[config.mk]
export PLATFORM = sky130hd
export DESIGN_NAME = mul_issue_ctrl_flat
export DESIGN_NICKNAME = d
export VERILOG_FILES = /design/src/rtl/mul_issue_if.sv /design/src/rtl/mul_issue_ctrl.sv /design/src/flat_wrapper.sv
export SDC_FILE = /design/constraint.sdc
export NUM_CORES = 1
export LEC_CHECK = 0
export CAP_MARGIN = 10
export CORE_MARGIN = 2
export CORE_UTILIZATION = 50
export CTS_CLUSTER_SIZE = 24
export DETAILED_ROUTE_END_ITERATION = 12
export DONT_BUFFER_PORTS = 1
export SYNTH_ARGS = -nofsm -noshare
export SYNTH_HDL_FRONTEND = slang
export SYNTH_SLANG_ARGS = --single-unit
[constraint.sdc]
create_clock -name clk -period 2.76 [get_ports clk]
set_input_delay 0.552 -clock clk [delete_from_list [all_inputs] [get_ports clk]]
set_output_delay 0.552 -clock clk [all_outputs]
set_load 0.005 [all_outputs]
[src/rtl/mul_issue_if.sv]
// Handshake bundle between the multiplier issue controller and its environment.
// Carries the operand valid/ready channel, the multiplier operand/start/product bus,
// the result valid/ready channel and the busy flag.
//   slave  : the issue controller (consumes operands and mul_y, drives the rest)
//   master : the environment (producer, consumer and multiplier)
interface mul_issue_if #(
  parameter int unsigned N = 4
);
  logic           in_valid;
  logic           in_ready;
  logic [N-1:0]   in_a;
  logic [N-1:0]   in_b;
  logic           mul_start;
  logic [N-1:0]   mul_a;
  logic [N-1:0]   mul_b;
  logic [2*N-1:0] mul_y;
  logic           out_valid;
  logic           out_ready;
  logic [2*N-1:0] out_y;
  logic           busy;

  modport slave (
    input  in_valid, in_a, in_b, mul_y, out_ready,
    output in_ready, mul_start, mul_a, mul_b, out_valid, out_y, busy
  );

  modport master (
    output in_valid, in_a, in_b, mul_y, out_ready,
    input  in_ready, mul_start, mul_a, mul_b, out_valid, out_y, busy
  );
endinterface

[src/rtl/mul_issue_ctrl.sv]
// Issue controller for the iterative array multiplier.
// Accepts an operand pair on a valid/ready channel, drives the multiplier's operand
// bus and a one-cycle start pulse, waits MUL_LAT clocks for the product to settle,
// captures it and offers it on a valid/ready result channel.
// Ports:
//   clk   : system clock, rising edge
//   rst_n : asynchronous active-low reset
//   bus   : mul_issue_if.slave -- in_valid/in_ready/in_a/in_b, mul_start/mul_a/mul_b,
//           mul_y, out_valid/out_ready/out_y, busy
// Optional macro MUL_ISSUE_SIGNED_EN: operands are two's complement; the multiplier
// is fed magnitudes and the product sign is reapplied at capture.
module mul_issue_ctrl #(
  parameter int unsigned N       = 4,
  parameter int unsigned MUL_LAT = N + 1
) (
  input logic        clk,
  input logic        rst_n,
  mul_issue_if.slave bus
);

  localparam int unsigned CntW = $clog2(MUL_LAT + 1);

  typedef enum logic [1:0] {StIdle, StStart, StWait, StDone} state_e;

  state_e          state_q;
  logic [CntW-1:0] cnt_q;
  logic            mul_start_q;
  logic [N-1:0]    mul_a_q;
  logic [N-1:0]    mul_b_q;
  logic            out_valid_q;
  logic [2*N-1:0]  out_y_q;
  logic [N-1:0]    a_mag;
  logic [N-1:0]    b_mag;
  logic [2*N-1:0]  y_cap;

`ifdef MUL_ISSUE_SIGNED_EN
  logic sign_q;

  // Negating -2^(N-1) wraps to itself, which read unsigned is the correct magnitude.
  always_comb begin
    a_mag = bus.in_a[N-1] ? (~bus.in_a + 1'b1) : bus.in_a;
    b_mag = bus.in_b[N-1] ? (~bus.in_b + 1'b1) : bus.in_b;
    y_cap = sign_q ? (~bus.mul_y + 1'b1) : bus.mul_y;
  end

  always_ff @(posedge clk or negedge rst_n) begin
    if (!rst_n) begin
      sign_q <= 1'b0;
    end else if (state_q == StIdle && bus.in_valid) begin
      sign_q <= bus.in_a[N-1] ^ bus.in_b[N-1];
    end
  end
`else
  always_comb begin
    a_mag = bus.in_a;
    b_mag = bus.in_b;
    y_cap = bus.mul_y;
  end
`endif

  always_ff @(posedge clk or negedge rst_n) begin
    if (!rst_n) begin
      state_q     <= StIdle;
      cnt_q       <= '0;
      mul_start_q <= 1'b0;
      mul_a_q     <= '0;
      mul_b_q     <= '0;
      out_valid_q <= 1'b0;
      out_y_q     <= '0;
    end else begin
      case (state_q)
        StIdle: begin
          if (bus.in_valid) begin
            mul_a_q     <= a_mag;
            mul_b_q     <= b_mag;
            mul_start_q <= 1'b1;
            state_q     <= StStart;
          end
        end
        StStart: begin
          mul_start_q <= 1'b0;
          cnt_q       <= CntW'(MUL_LAT);
          state_q     <= StWait;
        end
        StWait: begin
          cnt_q <= cnt_q - 1'b1;
          if (cnt_q == CntW'(1)) begin
            out_y_q     <= y_cap;
            out_valid_q <= 1'b1;
            state_q     <= StDone;
          end
        end
        StDone: begin
          if (bus.out_ready) begin
            out_valid_q <= 1'b0;
            state_q     <= StIdle;
          end
        end
        default: state_q <= StIdle;
      endcase
    end
  end

  assign bus.in_ready  = (state_q == StIdle);
  assign bus.busy      = (state_q != StIdle);
  assign bus.mul_start = mul_start_q;
  assign bus.mul_a     = mul_a_q;
  assign bus.mul_b     = mul_b_q;
  assign bus.out_valid = out_valid_q;
  assign bus.out_y     = out_y_q;

endmodule

[src/flat_wrapper.sv]
// flat-port wrapper written by rule: the top's interface ports become plain ports
module mul_issue_ctrl_flat 
#(
  parameter int unsigned N       = 4,
  parameter int unsigned MUL_LAT = N + 1
)
  (clk, rst_n, bus_in_valid, bus_in_a, bus_in_b, bus_mul_y, bus_out_ready, bus_in_ready, bus_mul_start, bus_mul_a, bus_mul_b, bus_out_valid, bus_out_y, bus_busy);
  mul_issue_if #(.N(N)) bus_i ();
  input logic clk;
  input logic rst_n;
  input wire logic [$bits(bus_i.in_valid)-1:0] bus_in_valid;
  input wire logic [$bits(bus_i.in_a)-1:0] bus_in_a;
  input wire logic [$bits(bus_i.in_b)-1:0] bus_in_b;
  input wire logic [$bits(bus_i.mul_y)-1:0] bus_mul_y;
  input wire logic [$bits(bus_i.out_ready)-1:0] bus_out_ready;
  output wire logic [$bits(bus_i.in_ready)-1:0] bus_in_ready;
  output wire logic [$bits(bus_i.mul_start)-1:0] bus_mul_start;
  output wire logic [$bits(bus_i.mul_a)-1:0] bus_mul_a;
  output wire logic [$bits(bus_i.mul_b)-1:0] bus_mul_b;
  output wire logic [$bits(bus_i.out_valid)-1:0] bus_out_valid;
  output wire logic [$bits(bus_i.out_y)-1:0] bus_out_y;
  output wire logic [$bits(bus_i.busy)-1:0] bus_busy;
  assign bus_i.in_valid = bus_in_valid;
  assign bus_i.in_a = bus_in_a;
  assign bus_i.in_b = bus_in_b;
  assign bus_i.mul_y = bus_mul_y;
  assign bus_i.out_ready = bus_out_ready;
  assign bus_in_ready = bus_i.in_ready;
  assign bus_mul_start = bus_i.mul_start;
  assign bus_mul_a = bus_i.mul_a;
  assign bus_mul_b = bus_i.mul_b;
  assign bus_out_valid = bus_i.out_valid;
  assign bus_out_y = bus_i.out_y;
  assign bus_busy = bus_i.busy;
  mul_issue_ctrl #(.N(N), .MUL_LAT(MUL_LAT)) u_core (.clk(clk), .rst_n(rst_n), .bus(bus_i));
endmodule
==> results.md, run 1 <==
- After clock tree synthesis, the clock-pin slew on the worst setup and hold paths is 0.13 ns.
- The via count is 556.
- After synthesis, the netlist uses 21 different library cells.
- The total of max-cap violations is 0.
- The netlist area before placement is 1030 um^2.
- The sequential element share of the synthesized area is 55.8%.
- For this block, the initial DRC count from the detailed router was 1.
- The worst hold slack after final layout is 0.371 ns.
- Along the worst path, the maximum fanout reaches 5.
- The cell at the root of the clock tree is clkbuf_4.
- The number of I/O pins is 40.
- The area of the die is 2440 um^2.
- The setup path with the least slack is of type reg2out.
- The final-layout setup total negative slack is 0 ns.
- The clock tree skew after final layout is 0.00770 ns.
- The synthesized netlist devotes 5.58% of its cell area to simple gates.
- In this run the worst hold path is classified as in2reg.
- The number of nets with antenna violations after routing is 0.
- The main flop type after synthesis is dfrtp_1.
- The number of buffers inserted for hold repair after clock tree synthesis is 1.
- The final hold violation count is 0.
- Ranked by total cell area, the synthesized netlist is headed by dfrtp_1 (56%), mux2_1 (9.8%), mux2_2 (8.7%), ha_1 (7.3%), inv_1 (3.3%).
- The net count of the finished layout is 106.
- The HPWL reported at the end of detailed placement is 1160 um.
- The top cell type's share of synthesized area is 55.8%.
- The via density per instance is 5.25.
- The number of antenna violations at the first check in global routing is 0.
- Sorting the synthesized cells by how often they occur yields dfrtp_1 (23), inv_1 (9), mux2_1 (9), mux2_2 (8), ha_1 (6).
- The routed design has 1540 um of wire.
- The synthesized design spends more area on one cell type than any other, namely dfrtp_1.
- The post-route core utilization is 55.7%.
- For this configuration, the core starts out at a cell density of 52.6%.
- The width of the die is 49.4 um.
- The count of cells resized by post-cts repair is 0.
- The total number of placement rows is 16.
- The cell count after synthesis is 75.
- The via count of the first global-routing pass came to 543.
- Setup repair after global routing left no endpoint under its margin.
- The relative area change from synthesis to final layout is 5.82%.
- The number of levels in the clock H-tree is 1.
- By area, the combinational part of the netlist is dominated by multiplexers.
- Clock tree synthesis inserted a total of 3 buffers.
- The number of fill cells in the layout is 186.
- After global routing the overflow that remains totals 0.
- The synthesized netlist devotes 7.27% of its cell area to adder and majority cells.
- For this design the ratio of total power to cell area is 1130 nW/um^2.
- Static timing analysis puts the maximum clock frequency at 562 MHz.
- Summing the areas of all xor and xnor instances in the mapped netlist gives 0% of the synthesized area.
- The final number of setup-violating endpoints is 0.
- STA puts the critical path data required time at 2.21 ns.
- Yosys printed 0 warnings.
- The mean instance size in the synthesized netlist is 13.8 um^2.
- Across every metal layer, demand over resource in global routing totals 13.1%.
- The static leakage is 0.000507 uW.
- dfrtp_1 is the most common cell in the netlist.
- For this run, asynchronously set or reset flops after synthesis account for 100%.
- The worst slew slack as a fraction of its limit is 33.4%.
- The worst path needs 1.78 ns of the cycle, external delays included.
- At the later pin of the worst-skew pair, clock insertion delay measures 0.31 ns.
- The synthesized design contains 23 register bits.
- The die extent in y is 49.4 um.
- The clock passes through at most 2 buffers.
- The worst setup path is launched from a flip-flop.
- The compound-cell area share of the yosys netlist is 7.52%.
- The flow ran to the end, and the final reports show no timing, DRC or antenna violations.
- The global placer's final weighted congestion is 0.692.
- The sort of element at the end of the critical path is an output port.
- The number of nets in the synthesized netlist is 101.
- The clock tree from TritonCTS is yes.
- The average wire per cell in the routed design is 14.5 um.
- The number of synthesized flops with an enable pin is 0.
- The number of antenna diodes in the final layout is 0.
- The arrival time of data at the critical path endpoint is 1.23 ns.
- IR analysis of the VDD net gives a maximum drop of 629 uV.
- The count of buffers inserted at the top-level ports is 0.
- The first global-routing pass estimated 2330 um of wire.
- The number of clock sinks is 23.
- For this run, design rule violations remaining after detail routing come to 0.
- The transition time at the pin with the least slew margin is 0.995 ns.
- The pin count of the biggest net entering global routing is 24.
- The number of slew-limit violations in the final report is 0.
- Dividing the final minimum period by the clock period gives 64.5%.
- The total area inside the core boundary comes to 1960 um^2.
- The number of buffers added for setup after CTS is 0.
- Measured against the total synthesized area, the mux share comes to 19.5%.
- The fraction of layout instances using a drive strength above 1 is 19.0%.
- The detailed-router iteration count before antenna repair is 3.
[where the power goes]
group	leakage (uW)	total, uW	internal [uW]	switching (uW)
Combinational	0.000222	450	236	214
Sequential	0.000267	630	507	122
Clock	0.0000177	152	54.1	97.9
Total	0.000507	1230	797	434
[cell families (layout without fill, tap and decap cells)]
logic type | Yosys count | in the layout
DFF | 23 | 23
muxes | 18 | 18
AOI/OAI and AO/OA | 10 | 10
buffers and inverters | 10 | 14
and+or+nand+nor | 8 | 8
adders and majority gates | 6 | 6
[layout make-up]
type / count / area [um^2] / share of cell area (%)
clock inverters: 1 / 5.00 / 0.458
inverters: 9 / 33.8 / 3.09
flip-flops and latches: 23 / 576 / 52.7
multi-input cells: 42 / 412 / 37.7
clock buffers: 3 / 22.5 / 2.06
repair buffers: 1 / 10.0 / 0.916
well taps: 27 / 33.8 / 3.09
[flip-flops by register name, indices dropped and copies added (netlist names)]
| register | count |
|---|---|
| u_core.state_q | 2 |
| u_core.cnt_q | 3 |
| u_core.bus.out_valid | 1 |
| u_core.bus.out_y | 8 |
| u_core.bus.mul_start | 1 |
| u_core.bus.mul_b | 4 |
| u_core.bus.mul_a | 4 |
[final timing paths]
kind	startpoint	depth (start not counted)	to	slack (ns)
max	u_core.state_q[0]	3	bus_busy	0.98
min	bus_mul_y[2]	1	u_core.bus.out_y[2]	0.37
max reg2reg	u_core.state_q[0]	4	u_core.state_q[1]	1.15
min reg2reg	u_core.cnt_q[2]	1	u_core.cnt_q[2]	0.52
max in group asynchronous	rst_n	1	u_core.bus.out_y[6]	1.31
min in group asynchronous	rst_n	1	u_core.state_q[0]	0.84
[routing by layer]
layer / vias to the layer above / part of all wire (%) / GRT usage [%]
met5: - / 0 / 0
met4: 0 / 0.85 / 6.94
met3: 2 / 8.3 / 4.60
met2: 19 / 47 / 20.0
met1: 269 / 44 / 16.3
li1: 266 / - / -
[stage by stage]
stage	cells	setup WS (ns)	area [um^2]	total power, uW
after detailed placement	101	1.16	1050	1100
final	106	0.979	1090	1230
after global placement	101	1.23	1050	1070
after floorplan	75	1.29	1030	1010
after global routing	106	0.912	1090	1330
after CTS	106	0.964	1090	1250
[cells in the final DEF, fill, tap and decap left out]
cell type      Yosys  final
dfrtp_1           23     23
inv_1              9      9
mux2_1             9      9
mux2_2             8      8
ha_1               6      6
o21ai_0            3      3
clkbuf_4           0      3
nand3_1            2      2
nand2_1            2      2
nand3b_4           1      1
nand3b_1           1      1
o21a_1             1      1
nor2b_1            1      1
nand2b_1           1      1
a221oi_2           1      1
o32a_2             1      1
mux2i_1            1      1
o2bb2ai_1          1      1
a21boi_0           1      1
a21o_1             1      1
o21ai_1            1      1
clkinv_2           0      1
dlygate4sd3_1      0      1
[worst max-delay path: stages (launching register included)]
cell	delay [ns]
dfrtp_1	0.44
inv_1	0.10
ha_1	0.28
inv_1	0.11
Power figures use the tool's default switching activity.
==> run 2, diff against run 1 <==
--- a/config.mk
+++ b/config.mk
@@ -11,6 +11,7 @@
 export CTS_CLUSTER_SIZE = 24
 export DETAILED_ROUTE_END_ITERATION = 12
 export DONT_BUFFER_PORTS = 1
+export PLACE_DENSITY = 0.68
 export SYNTH_ARGS = -nofsm -noshare
 export SYNTH_HDL_FRONTEND = slang
 export SYNTH_SLANG_ARGS = --single-unit
==> constraint.sdc (replaced) <==
create_clock -name clk -period 1.5 [get_ports clk]
set_input_delay 0.3 -clock clk [delete_from_list [all_inputs] [get_ports clk]]
set_output_delay 0.3 -clock clk [all_outputs]
set_load 0.005 [all_outputs]
==> run 2 against run 1 <==
Net effect:
- via count increased by 7.9%
- core utilization increased by 5.9 points
- power increased by 110%
- cell count increased by 5.7%
- global-route usage increased by 0.64 points
- clock skew decreased by 0.0049 ns
- non-clock buffer count increased by 6
- clock-buffer cell count unchanged
- design area increased by 11%
- critical path depth increased by 1
- first-iteration DRC count increased by 100%
- combinational power increased to 2.7 times the previous value
- critical endpoint unchanged
==> results.md, run 2 (same netlist as run 1, synthesis figures left out) <==
- The TritonCTS buffer count is 3.
- The flow ran to the end, and the final reports show no timing, DRC or antenna violations.
- The fraction of layout instances using a drive strength above 1 is 35.3%.
- Entering global routing, the biggest net connects 24 pins.
- The clock tree from TritonCTS is yes.
- The required time reported for the critical path endpoint is 1.20 ns.
- The non-filler instance count after layout is 112.
- The arrival time of data at the critical path endpoint is 1.15 ns.
- The gate family responsible for the most delay along the worst path is flip-flops.
- After the first detailed-routing iteration, the DRC count stood at 2.
- The classification of the worst setup path is reg2out.
- The later pin in the worst-skew pair is clocked with a latency of 0.30 ns.
- The number of slew-limit violations in the final report is 0.
- The clock tree skew after final layout is 0.00285 ns.
- The via density per instance is 5.36.
- In the finished design, the share of the clock period the worst path needs comes to 97.0%.
- The number of antenna violations at the first check in global routing was 0.
- Summed over all nets, the switching power comes to 908 uW.
- The total of max-cap violations is 0.
- The top cell types in the final layout, fill and taps aside, are dfrtp_1 (23), mux2_1 (8), mux2_2 (8).
- The repair_antennas step left the layout with diodes totalling 0.
- The cell area reported after detailed placement is 1100 um^2.
- Walking the worst path, the cells encountered are inv_2 -> ha_4 -> buf_6 -> inv_4.
- The number of flip-flops under the largest register name is 8.
- The initial cell density of the core is 52.6%.
- The placeable core region is 1960 um^2.
- Relative to the synthesized area, the layout overhead comes to 17.1%.
- The post-detailed-routing wire length is 1600 um.
- After detailed routing, the number of remaining DRC violations is 0.
- Cell internal power was estimated by the tool at 1730 uW.
- The via count of the first global-routing pass is 594.
- The startpoint type of the worst setup path is a flip-flop.
- The biggest fanout along the worst timing path is 4.
- Measured along the x axis, the die boundary spans 49.4 um.
- On the critical path, the stage with the largest delay is an instance of dfrtp_1.
- The cell at the root of the clock tree is clkbuf_4.
- The count of buffers inserted at the top-level ports is 0.
- The power per cell area is 2190 nW/um^2.
- The finished cells cover 1210 um^2.
- Summing internal, switching and leakage power gives 2640 uW.
- IR analysis of the VDD net gives a maximum drop of 1100 uV.
- The part of the power in combinational logic is 45.3%.
- The path with the worst hold slack has its endpoint at u_core.bus.out_y[7].
- The transition time at the pin with the least slew margin is 0.978 ns.
- The clock network fraction of total power is 10.4%.
- The maximum number of buffers from clock root to sink is 2.
- The reg-to-reg critical path endpoint is u_core.state_q[1].
- In the final routed layout, each cell accounts on average for 14.3 um.
- The die covers 2440 um^2.
- In this run the number of H-tree levels came out at 1.
- The number of nets with antenna violations after routing is 0.
- The final hold violation count is 0.
- The path class of the tightest hold or removal check is in2reg.
- The minimum setup slack among reg-to-reg paths is 0.06 ns.
- For the finished layout, the period the worst path requires is 1.45 ns.
- The analysis attributes to cell leakage a power of 0.000554 uW.
- The HPWL reported at the end of detailed placement is 1200 um.
- Counting both buffers and inverters, the worst setup path holds a total of 3.
- Measured in cells, the most critical reg-to-reg path has a length of 4.
- Derived from the worst setup path, the maximum achievable clock frequency is 687 MHz.
- In this run, flip-flops and latches consume 44.3% of the power.
- The sort of element at the end of the critical path is an output port.
- The detailed-router iteration count before antenna repair is 2.
- Setup violations remaining at the end of the flow were counted as 0.
- Counting every sink on the clock net gives 23.
- On the worst path, the slowest cell contributes a delay of 0.43 ns.
- Leaving out fill and tap cells, the most frequent cell in the layout is dfrtp_1.
- The first-pass GRT wire length is 2510 um.
- The worst slew slack as a fraction of its limit is 34.6%.
- The final layout contains 112 nets.
- The die extent in y is 49.4 um.
- The overall routing resource usage is 13.7%.
- The worst reg2reg path startpoint is u_core.state_q[1].
- Counting tap cells, the placed design contains a total of 105 instances.
- The depth of the worst hold-timing path is 1.
- The initialized floorplan defines 16 standard-cell rows.
- The worst hold path begins at bus_mul_y[7].
- The number of I/O pins is 40.
- Of the total power, the share spent switching nets is 34.4%.
- The residual overflow from global routing is 0.
- Setup repair after global routing could not meet its margin everywhere.
- The post-CTS clock slew at the launch and capture registers of the worst setup and hold paths is 0.12 ns.
- The global placer's final weighted congestion is 0.805.
- Detailed routing inserted a total of 600 vias.
==> run 2: cell types whose count changed in the layout (fill, tap and decap cells not counted), sizes merged <==
cell,previous run,this run
buf,0,6
==> run 2: cell type report <==
| class | count | area, um^2 |
|---|---|---|
| multi-input combinational | 42 | 464 |
| timing repair buffer | 7 | 71.3 |
| fill | 171 | 753 |
| clock buffer | 3 | 22.5 |
| inverter | 9 | 36.3 |
| sequential | 23 | 576 |
| tap | 27 | 33.8 |
| clock inverter | 1 | 5.00 |
==> run 2: timing repair <==
| action | CTS | global route |
|---|---|---|
| endpoints found under the setup margin | 2 | 11 |
| setup buffers | 2 | 0 |
| hold buffers | 1 | 0 |
| pin swaps | 1 | 2 |
| hold endpoints to repair | 23 | 0 |
| gates resized for setup | 2 | 12 |
==> run 2: worst max-delay path by stage <==
stage	startpoint	slack (ns)	to	depth (start not counted)
final	u_core.state_q[1]	0.05	bus_busy	4
after global routing	u_core.state_q[1]	-0.03	bus_busy	4
after CTS	u_core.state_q[0]	0.0007	u_core.state_q[1]	4
after detailed placement	u_core.state_q[0]	-0.04	u_core.state_q[1]	4
after global placement	u_core.state_q[0]	0.05	u_core.state_q[1]	4
after floorplan	u_core.state_q[0]	0.03	u_core.state_q[1]	5
==> run 2: worst reg2reg max path, cell delays in order, from the launching register on <==
cell	delay, ns
dfrtp_1	0.44
ha_2	0.19
nor2b_1	0.16
a221oi_4	0.22
mux2_4	0.32
==> run 2: power by group through the flow <==
stage / Combinational (uW) / Clock (uW) / Sequential (uW)
finish: 1200 / 275 / 1170
global route: 1330 / 319 / 1210
CTS: 1000 / 285 / 1170
detailed placement: 922 / 0 / 1190
global placement: 894 / 0 / 1170
floorplan: 734 / 0 / 1120
==> run 2: metrics by stage <==
stage | hold WS, ns | worst slack [ns] | setup TNS (ns) | util [%]
after floorplan | 0.00441 | 0.0336 | 0 | -
after global placement | 0.00486 | 0.0450 | 0 | 55.9
after detailed placement | 0.00487 | -0.0442 | -0.0442 | 55.9
after CTS | 0.115 | 0.000678 | 0 | 58.7
after global routing | 0.0939 | -0.0317 | -0.0377 | 61.6
final | 0.124 | 0.0454 | 0 | 61.6
==> run 2: metal layers <==
layer / routed length, um / vias to the layer above / track usage (%)
met1: 689 / 294 / 15.4
li1: - / 279 / -
met2: 757 / 25 / 23.6
met3: 140 / 2 / 4.91
met4: 15 / 0 / 5.56
met5: 0 / - / 0
